--- config.mk ---
export PLATFORM = sky130hd
export DESIGN_NAME = msrh_sched_age_picker_flat
export DESIGN_NICKNAME = d
export VERILOG_FILES = /design/src/rtl/msrh_sched_age_picker_if.sv /design/src/rtl/msrh_sched_age_picker.sv /design/src/flat_wrapper.sv
export SDC_FILE = /design/constraint.sdc
export NUM_CORES = 1
export LEC_CHECK = 0
export BUFFER_PORTS_ARGS = -buffer_cell sky130_fd_sc_hd__buf_2
export CAP_MARGIN = 5
export CORE_MARGIN = 5
export CORE_UTILIZATION = 55
export DETAILED_ROUTE_END_ITERATION = 6
export GPL_ROUTABILITY_DRIVEN = 0
export GPL_TIMING_DRIVEN = 0
export PLACE_DENSITY = 0.76
export SLEW_MARGIN = 0
export SYNTH_ARGS = -nofsm -noshare
export SYNTH_HDL_FRONTEND = slang
export SYNTH_SLANG_ARGS = --single-unit
--- constraint.sdc ---
create_clock -name i_clk -period 6.3 [get_ports i_clk]
set_input_delay 0 -clock i_clk [delete_from_list [all_inputs] [get_ports i_clk]]
set_output_delay 0 -clock i_clk [all_outputs]
set_load 0.03 [all_outputs]
--- src/rtl/msrh_sched_age_picker_if.sv ---
// Dispatch/entry-array/issue bundle of the scheduler age picker.
// The picker takes the slave modport; the driving environment takes master.
interface msrh_sched_age_picker_if #(
    parameter int unsigned ENTRY_SIZE = 8,
    parameter int unsigned PUT_NUM    = 2
);
    localparam int unsigned IDX_W = $clog2(ENTRY_SIZE);

    logic [PUT_NUM-1:0]            i_put_vld;
    logic [PUT_NUM*ENTRY_SIZE-1:0] o_put_entry_oh;
    logic                          o_full;
    logic [ENTRY_SIZE-1:0]         i_entry_ready;
    logic [ENTRY_SIZE-1:0]         i_entry_finish;
    logic                          i_pipe_stall;
    logic [ENTRY_SIZE-1:0]         o_pick_oh;
    logic                          o_iss_valid;
    logic [IDX_W-1:0]              o_iss_idx;
    logic [ENTRY_SIZE-1:0]         o_valid_vec;

    modport master (
        output i_put_vld,
        output i_entry_ready,
        output i_entry_finish,
        output i_pipe_stall,
        input  o_put_entry_oh,
        input  o_full,
        input  o_pick_oh,
        input  o_iss_valid,
        input  o_iss_idx,
        input  o_valid_vec
    );

    modport slave (
        input  i_put_vld,
        input  i_entry_ready,
        input  i_entry_finish,
        input  i_pipe_stall,
        output o_put_entry_oh,
        output o_full,
        output o_pick_oh,
        output o_iss_valid,
        output o_iss_idx,
        output o_valid_vec
    );
endinterface

--- src/rtl/msrh_sched_age_picker.sv ---
// Scheduler entry allocator plus age-matrix oldest-ready picker with issue register.
// Optional MSRH_SCHED_PICK_PERF_EN adds a saturating ready-but-stalled cycle counter.
module msrh_sched_age_picker #(
    parameter int unsigned ENTRY_SIZE = 8,
    parameter int unsigned PUT_NUM    = 2
) (
    input  logic                          i_clk,
    input  logic                          i_reset_n,
    msrh_sched_age_picker_if.slave        bus
`ifdef MSRH_SCHED_PICK_PERF_EN
    ,
    output logic [31:0]                   o_perf_ready_stall_cnt
`endif
);

    localparam int unsigned IDX_W = $clog2(ENTRY_SIZE);

    typedef logic [ENTRY_SIZE-1:0] vec_t;

    // age_q[j][i] set means entry j is older than entry i.
    vec_t                   valid_q, valid_d;
    vec_t [ENTRY_SIZE-1:0]  age_q, age_d;
    logic                   iss_valid_q, iss_valid_d;
    logic [IDX_W-1:0]       iss_idx_q, iss_idx_d;

    vec_t [PUT_NUM-1:0]     put_oh;
    vec_t [PUT_NUM-1:0]     put_earlier;
    vec_t [PUT_NUM-1:0]     put_later;
    logic [PUT_NUM-1:0]     put_go;
    vec_t                   put_mask;
    vec_t                   fin_eff;
    logic                   full;
    vec_t                   cand;
    vec_t                   winner;

    function automatic vec_t lowest_one(input vec_t v);
        vec_t r;
        logic found;
        r     = '0;
        found = 1'b0;
        for (int unsigned i = 0; i < ENTRY_SIZE; i++) begin
            if (v[i] && !found) begin
                r[i]  = 1'b1;
                found = 1'b1;
            end
        end
        return r;
    endfunction

    function automatic logic [IDX_W:0] count_ones(input vec_t v);
        logic [IDX_W:0] c;
        c = '0;
        for (int unsigned i = 0; i < ENTRY_SIZE; i++) begin
            c = c + {{IDX_W{1'b0}}, v[i]};
        end
        return c;
    endfunction

    function automatic logic [IDX_W-1:0] encode_oh(input vec_t oh);
        logic [IDX_W-1:0] idx;
        idx = '0;
        for (int unsigned i = 0; i < ENTRY_SIZE; i++) begin
            if (oh[i]) begin
                idx = idx | IDX_W'(i);
            end
        end
        return idx;
    endfunction

    // Valid pairs are ordered exactly one way; free rows/columns and the diagonal are zero.
    function automatic logic age_consistent(input vec_t v, input vec_t [ENTRY_SIZE-1:0] a);
        logic ok;
        ok = 1'b1;
        for (int unsigned i = 0; i < ENTRY_SIZE; i++) begin
            for (int unsigned j = 0; j < ENTRY_SIZE; j++) begin
                if (i == j) begin
                    if (a[i][j]) ok = 1'b0;
                end else if (v[i] && v[j]) begin
                    if (a[i][j] == a[j][i]) ok = 1'b0;
                end else if (a[i][j]) begin
                    ok = 1'b0;
                end
            end
        end
        return ok;
    endfunction

    // Allocation: each slot takes the lowest free entry left over by the slots before it.
    always_comb begin
        vec_t avail;
        avail = ~valid_q;
        for (int unsigned s = 0; s < PUT_NUM; s++) begin
            put_oh[s] = lowest_one(avail);
            avail     = avail & ~put_oh[s];
        end
    end

    assign full = count_ones(~valid_q) < (IDX_W + 1)'(PUT_NUM);

    always_comb begin
        vec_t acc;
        put_go   = bus.i_put_vld & {PUT_NUM{~full}};
        put_mask = '0;
        acc      = '0;
        for (int unsigned s = 0; s < PUT_NUM; s++) begin
            put_earlier[s] = acc;
            if (put_go[s]) begin
                acc      = acc | put_oh[s];
                put_mask = put_mask | put_oh[s];
            end
        end
        acc = '0;
        for (int s = int'(PUT_NUM) - 1; s >= 0; s--) begin
            put_later[s] = acc;
            if (put_go[s]) begin
                acc = acc | put_oh[s];
            end
        end
    end

    assign fin_eff = bus.i_entry_finish & valid_q;

    // Next-state valid vector and age matrix; finish clears are applied after puts.
    always_comb begin
        valid_d = (valid_q | put_mask) & ~fin_eff;
        age_d   = age_q;
        for (int unsigned s = 0; s < PUT_NUM; s++) begin
            for (int unsigned k = 0; k < ENTRY_SIZE; k++) begin
                if (put_go[s] && put_oh[s][k]) begin
                    for (int unsigned j = 0; j < ENTRY_SIZE; j++) begin
                        age_d[k][j] = put_later[s][j];
                        age_d[j][k] = valid_q[j] | put_earlier[s][j];
                    end
                end
            end
        end
        for (int unsigned k = 0; k < ENTRY_SIZE; k++) begin
            if (fin_eff[k]) begin
                age_d[k] = '0;
                for (int unsigned j = 0; j < ENTRY_SIZE; j++) begin
                    age_d[j][k] = 1'b0;
                end
            end
        end
    end

    // Oldest-ready pick: a candidate wins when no other candidate is older.
    always_comb begin
        vec_t older_col;
        cand   = bus.i_entry_ready & valid_q;
        winner = '0;
        for (int unsigned i = 0; i < ENTRY_SIZE; i++) begin
            for (int unsigned j = 0; j < ENTRY_SIZE; j++) begin
                older_col[j] = age_q[j][i];
            end
            winner[i] = cand[i] & ~|(cand & older_col);
        end
    end

    always_comb begin
        iss_valid_d = iss_valid_q;
        iss_idx_d   = iss_idx_q;
        if (!bus.i_pipe_stall) begin
            iss_valid_d = |cand;
            iss_idx_d   = encode_oh(winner);
        end
    end

    always_ff @(posedge i_clk or negedge i_reset_n) begin
        if (!i_reset_n) begin
            valid_q     <= '0;
            age_q       <= '0;
            iss_valid_q <= 1'b0;
            iss_idx_q   <= '0;
        end else begin
            valid_q     <= valid_d;
            age_q       <= age_d;
            iss_valid_q <= iss_valid_d;
            iss_idx_q   <= iss_idx_d;
        end
    end

    always_comb begin
        for (int unsigned s = 0; s < PUT_NUM; s++) begin
            bus.o_put_entry_oh[s*ENTRY_SIZE +: ENTRY_SIZE] = put_oh[s];
        end
    end

    assign bus.o_full      = full;
    assign bus.o_pick_oh   = bus.i_pipe_stall ? '0 : winner;
    assign bus.o_iss_valid = iss_valid_q;
    assign bus.o_iss_idx   = iss_idx_q;
    assign bus.o_valid_vec = valid_q;

`ifdef MSRH_SCHED_PICK_PERF_EN
    logic [31:0] perf_cnt_q, perf_cnt_d;

    always_comb begin
        perf_cnt_d = perf_cnt_q;
        if ((|cand) && bus.i_pipe_stall && (perf_cnt_q != 32'hFFFF_FFFF)) begin
            perf_cnt_d = perf_cnt_q + 32'd1;
        end
    end

    always_ff @(posedge i_clk or negedge i_reset_n) begin
        if (!i_reset_n) begin
            perf_cnt_q <= '0;
        end else begin
            perf_cnt_q <= perf_cnt_d;
        end
    end

    assign o_perf_ready_stall_cnt = perf_cnt_q;
`endif

    a_pick_onehot: assert property (@(posedge i_clk) disable iff (!i_reset_n)
        $onehot0(winner));
    a_pick_exists: assert property (@(posedge i_clk) disable iff (!i_reset_n)
        (|cand) |-> (|winner));
    a_age_order: assert property (@(posedge i_clk) disable iff (!i_reset_n)
        age_consistent(valid_q, age_q));

endmodule

--- src/flat_wrapper.sv ---
// flat-port wrapper written by rule: the top's interface ports become plain ports
module msrh_sched_age_picker_flat 
#(
    parameter int unsigned ENTRY_SIZE = 8,
    parameter int unsigned PUT_NUM    = 2
)
  (i_clk, i_reset_n, bus_i_put_vld, bus_i_entry_ready, bus_i_entry_finish, bus_i_pipe_stall, bus_o_put_entry_oh, bus_o_full, bus_o_pick_oh, bus_o_iss_valid, bus_o_iss_idx, bus_o_valid_vec);
  msrh_sched_age_picker_if #(.ENTRY_SIZE(ENTRY_SIZE), .PUT_NUM(PUT_NUM)) bus_i ();
  input  logic i_clk;
  input  logic i_reset_n;
  input wire logic [$bits(bus_i.i_put_vld)-1:0] bus_i_put_vld;
  input wire logic [$bits(bus_i.i_entry_ready)-1:0] bus_i_entry_ready;
  input wire logic [$bits(bus_i.i_entry_finish)-1:0] bus_i_entry_finish;
  input wire logic [$bits(bus_i.i_pipe_stall)-1:0] bus_i_pipe_stall;
  output wire logic [$bits(bus_i.o_put_entry_oh)-1:0] bus_o_put_entry_oh;
  output wire logic [$bits(bus_i.o_full)-1:0] bus_o_full;
  output wire logic [$bits(bus_i.o_pick_oh)-1:0] bus_o_pick_oh;
  output wire logic [$bits(bus_i.o_iss_valid)-1:0] bus_o_iss_valid;
  output wire logic [$bits(bus_i.o_iss_idx)-1:0] bus_o_iss_idx;
  output wire logic [$bits(bus_i.o_valid_vec)-1:0] bus_o_valid_vec;
  assign bus_i.i_put_vld = bus_i_put_vld;
  assign bus_i.i_entry_ready = bus_i_entry_ready;
  assign bus_i.i_entry_finish = bus_i_entry_finish;
  assign bus_i.i_pipe_stall = bus_i_pipe_stall;
  assign bus_o_put_entry_oh = bus_i.o_put_entry_oh;
  assign bus_o_full = bus_i.o_full;
  assign bus_o_pick_oh = bus_i.o_pick_oh;
  assign bus_o_iss_valid = bus_i.o_iss_valid;
  assign bus_o_iss_idx = bus_i.o_iss_idx;
  assign bus_o_valid_vec = bus_i.o_valid_vec;
  msrh_sched_age_picker #(.ENTRY_SIZE(ENTRY_SIZE), .PUT_NUM(PUT_NUM)) u_core (.i_clk(i_clk), .i_reset_n(i_reset_n), .bus(bus_i));
endmodule
==> run summary <==
The sum of routed wire length over all layers is 17.60 mm. The worst min-delay path class is in2reg. Setup repair after global routing left no endpoint under its margin. Counting flops with a built-in enable in the synthesized netlist gives 0. The full die area is about 11000 µm².

Along the worst path, the maximum fanout reaches 10. The via total after detailed routing came out at 5092. Walking the worst path, the cells encountered are clkbuf_1 > inv_1 > ha_1 > inv_1 > fa_1 > fa_1 > inv_1 > ha_1 > nor2b_1 > nor2_1 > fa_1 > and4bb_1 > a21o_1 > buf_6 > a211oi_2 > nor2_1 > nand4_1 > o211ai_1. The relative max-transition margin is about 40%. Once layout is done, the placed cells without fillers occupy approximately 5600 µm². The clock tree from TritonCTS is built. Hold is met by 0.005847 ns.

The instance count of the mapped netlist is roughly 540. The share of synthesized area in the top cell type comes to between 30% and 40%. In this run, synthesis produced a sequential element count of 76. The total core area is roughly 8700 µm². In this run the vertical extent of the chip is around 100 µm. The TritonCTS buffer count is 9. The parity-gate share of the synthesized area counting xor and xnor cells came out at 0.8974%. The synthesized area per cell is between 9 and 10 µm². The detailed router finished its first iteration with 832 violations. Timing would allow up to around 170 MHz. The mean number of vias per cell is between 7 and 8. The post-place instance area is ~5300 µm². The delay of the slowest cell on the worst path is around 0.77 ns. The DRC violation count after routing came out at 0. sky130_fd_sc_hd__dfrtp_1 takes more of the synthesized area than any other cell. The initial cell density of the core came out at 56.23%. The area growth from synthesis to layout is 14.74%. Sequential elements use about 39% of the synthesized area. The multiplexer share of the synthesized area is less than 1%. The power density relative to cell area is roughly 500 nW/µm². The average routed wire per standard cell is about 24 µm. The count of antenna-violating nets left after detailed routing is 0.

The floorplan has 34 rows. 0 antenna diodes ended up in the layout. The data arrival time at the worst-slack endpoint came out at 6.05 ns. The number of fill cells in the layout came out at about 760. The number of nets in the layout came out at between 600 and 700.

The post-route setup TNS came out at 0 ns. The final period utilization is 92.64%. The synthesized-area fraction occupied by ao, oa, aoi and oai cells is 26.79%. For this design, the slowest cell found on the critical path is sky130_fd_sc_hd__a211oi_2. The warning count from the yosys run is 0. The required time of the critical path is between 6 and 7 ns. For this run, the leading register cell type out of synthesis is sky130_fd_sc_hd__dfrtp_1.

The clock passes through at most 2 buffers. The clock latency on the worst-skew pair is roughly 0.35 ns. Clock skew on the completed layout was measured at roughly 0.012 ns. STA classifies the critical path endpoint as a flop. The tool flagged a number of max-cap violations equal to 0. The worst ir drop on vdd came out at roughly 430 µV. The run finished with clean final reports. The die width came out at 104.2 µm. The number of iterations in the first detailed-routing pass is 6. The number of max-slew violations in the final report came out at 0.

The number of buffers added on ports is 54. The via count of the first global-routing pass is between 4000 and 5000. The overall overflow remaining after global route is 0. Of all flip-flops after synthesis, the portion carrying an async set or reset was 100.0%. The slew of the pin with the lowest slew margin came out at between 0.8 and 0.9 ns. The leakage power of the design is 2.586 nW.

In this run the count of I/O pins placed on the die edge is just under 60. The initial antenna violation count came out at 0. After synthesis, the cell types taking the most area are sky130_fd_sc_hd__dfrtp_1 (39%), sky130_fd_sc_hd__nand2_1 (4.8%), sky130_fd_sc_hd__a22oi_1 (3.2%).

The H-tree generated during clock tree synthesis spans 3 levels. The critical path is of the reg2reg type. The post-detailed-placement half-perimeter wirelength came out at approximately 12 mm. The TritonCTS sink count came out at 76. The shortest clock period the worst path allows after layout is ~5.8 ns. The combinational family with the most area after synthesis is compound AO/OA/AOI/OAI gates. The post-synthesis simple-gate area fraction came out at a little under a quarter. The number of endpoints with negative hold slack in the final report is 0.

The final setup violation count is 0. The mapped cell area came out at 4880 µm². The arithmetic-cell share of the synthesized area counting full adders, half adders and majority gates came out at ~3.2%. The root buffer cell chosen for the clock tree is sky130_fd_sc_hd__clkbuf_8.

The clock-pin transition on the worst setup and hold timing paths came out at ~0.09 ns. The number of nets in the synthesized netlist came out at about 570. The global-route usage over all layers is between 30 and 40%. The pin count of the biggest net entering global routing is 60. In this run, distinct cell masters in the synthesized netlist total just under 80. The worst setup path is launched from a flop. The wire length of the first global-routing pass came out at 27.81 mm. The layout cell share with drive strength beyond 1 came out at around a fifth.
cells in the mapped netlist, types with 14 or more instances:
cell type and count:
sky130_fd_sc_hd__a21oi_1 29, sky130_fd_sc_hd__a211oi_1 20, sky130_fd_sc_hd__inv_1 15, sky130_fd_sc_hd__nor2_1 22, sky130_fd_sc_hd__nand2_1 62, sky130_fd_sc_hd__a22oi_1 21, sky130_fd_sc_hd__dfrtp_1 76, sky130_fd_sc_hd__and3_1 14
sky130_fd_sc_hd__clkbuf_1 17, sky130_fd_sc_hd__nand3_1 25, sky130_fd_sc_hd__nor3_1 21, sky130_fd_sc_hd__and2_1 24
final timing paths:
kind,startpoint,endpoint,slack [ns],cells after the start
max in group asynchronous,i_reset_n,u_core.age_q[49],5.66,3
min,bus_i_entry_finish[7],u_core.bus.o_valid_vec[7],0.006,3
max reg2reg,u_core.bus.o_valid_vec[0],u_core.age_q[6],0.46,18
max,u_core.bus.o_valid_vec[0],u_core.age_q[6],0.46,18
min in group asynchronous,i_reset_n,u_core.bus.o_valid_vec[5],0.06,2
min reg2reg,u_core.bus.o_iss_idx[1],u_core.bus.o_iss_idx[1],0.49,2
cell usage in the layout, fill, tap and decap left out, drive strengths merged, types with 23 or more instances in the layout:
master	netlist	routed
and2	25	25
nor2	23	23
buf	28	83
nand2	65	65
clkbuf	17	27
a21oi	33	33
dfrtp	76	76
nor3	23	23
a211oi	28	28
nand3	26	26
per-stage QoR:
stage | setup slack, ns | power (mW) | cells | utilization, %
floorplan | 1.156 | 1.826 | 535 | -
global placement | 0.6978 | 2.243 | 697 | 60.90
detailed placement | 0.5943 | 2.285 | 698 | 61.25
CTS | 0.5756 | 2.700 | 721 | 64.52
global route | 0.1842 | 2.901 | 721 | 64.52
finish | 0.4640 | 2.768 | 721 | 64.52
timing repair:
action	in CTS	in global routing
buffers inserted	0	0
resized for setup	0	0
hold buffers	7	0
hold endpoints to repair	82	0
registers in the layout, indices dropped and copies added, names as in the netlist:
name	cells
u_core.age_q	64
u_core.bus.o_iss_idx	3
u_core.bus.o_iss_valid	1
u_core.bus.o_valid_vec	8
report_power, final:
group / leakage [nW] / switching [mW] / internal (mW)
Combinational: 1.45 / 1.16 / 0.503
Clock: 0.107 / 0.195 / 0.223
Sequential: 1.03 / 0.0909 / 0.597
Total: 2.59 / 1.44 / 1.32
cells by family after synthesis:
family	count (synthesis)
adders and majority gates	10
DFF	76
buffers and inverters	61
xor gates and xnor gates	5
AOI/OAI and AO/OA	162
muxes	2
and+or+nand+nor	218
other	1
critical path, delay by kind of cell (launching register included):
family          cells  cell delay, ns
compound gates      3            1.04
fa+ha+maj           5            2.07
buf+inv             5            0.91
flops               1            0.50
simple gates        5            1.17
layout make-up:
class / instances / area (µm²) / share of cell area [%]
buffer: 45 / 237.7 / 4.246
clock buffer: 10 / 127.6 / 2.279
clock inverter: 6 / 86.33 / 1.542
inverter: 16 / 60.06 / 1.073
multi-input combinational: 398 / 2680 / 47.87
sequential: 76 / 1902 / 33.97
tap: 108 / 135.1 / 2.413
timing repair buffer: 62 / 370.4 / 6.615
per-layer routing:
metal | part of all wire, % | wire length [µm] | vias up | track usage [%]
li1 | - | - | 2139 | -
met2 | 42 | 7457 | 459 | 46.63
met1 | 37 | 6478 | 2377 | 44.18
met5 | 0 | 0 | - | 0
met3 | 14 | 2485 | 117 | 8.628
met4 | 6.7 | 1179 | 0 | 18.59
(Power assumes the default switching activity.)
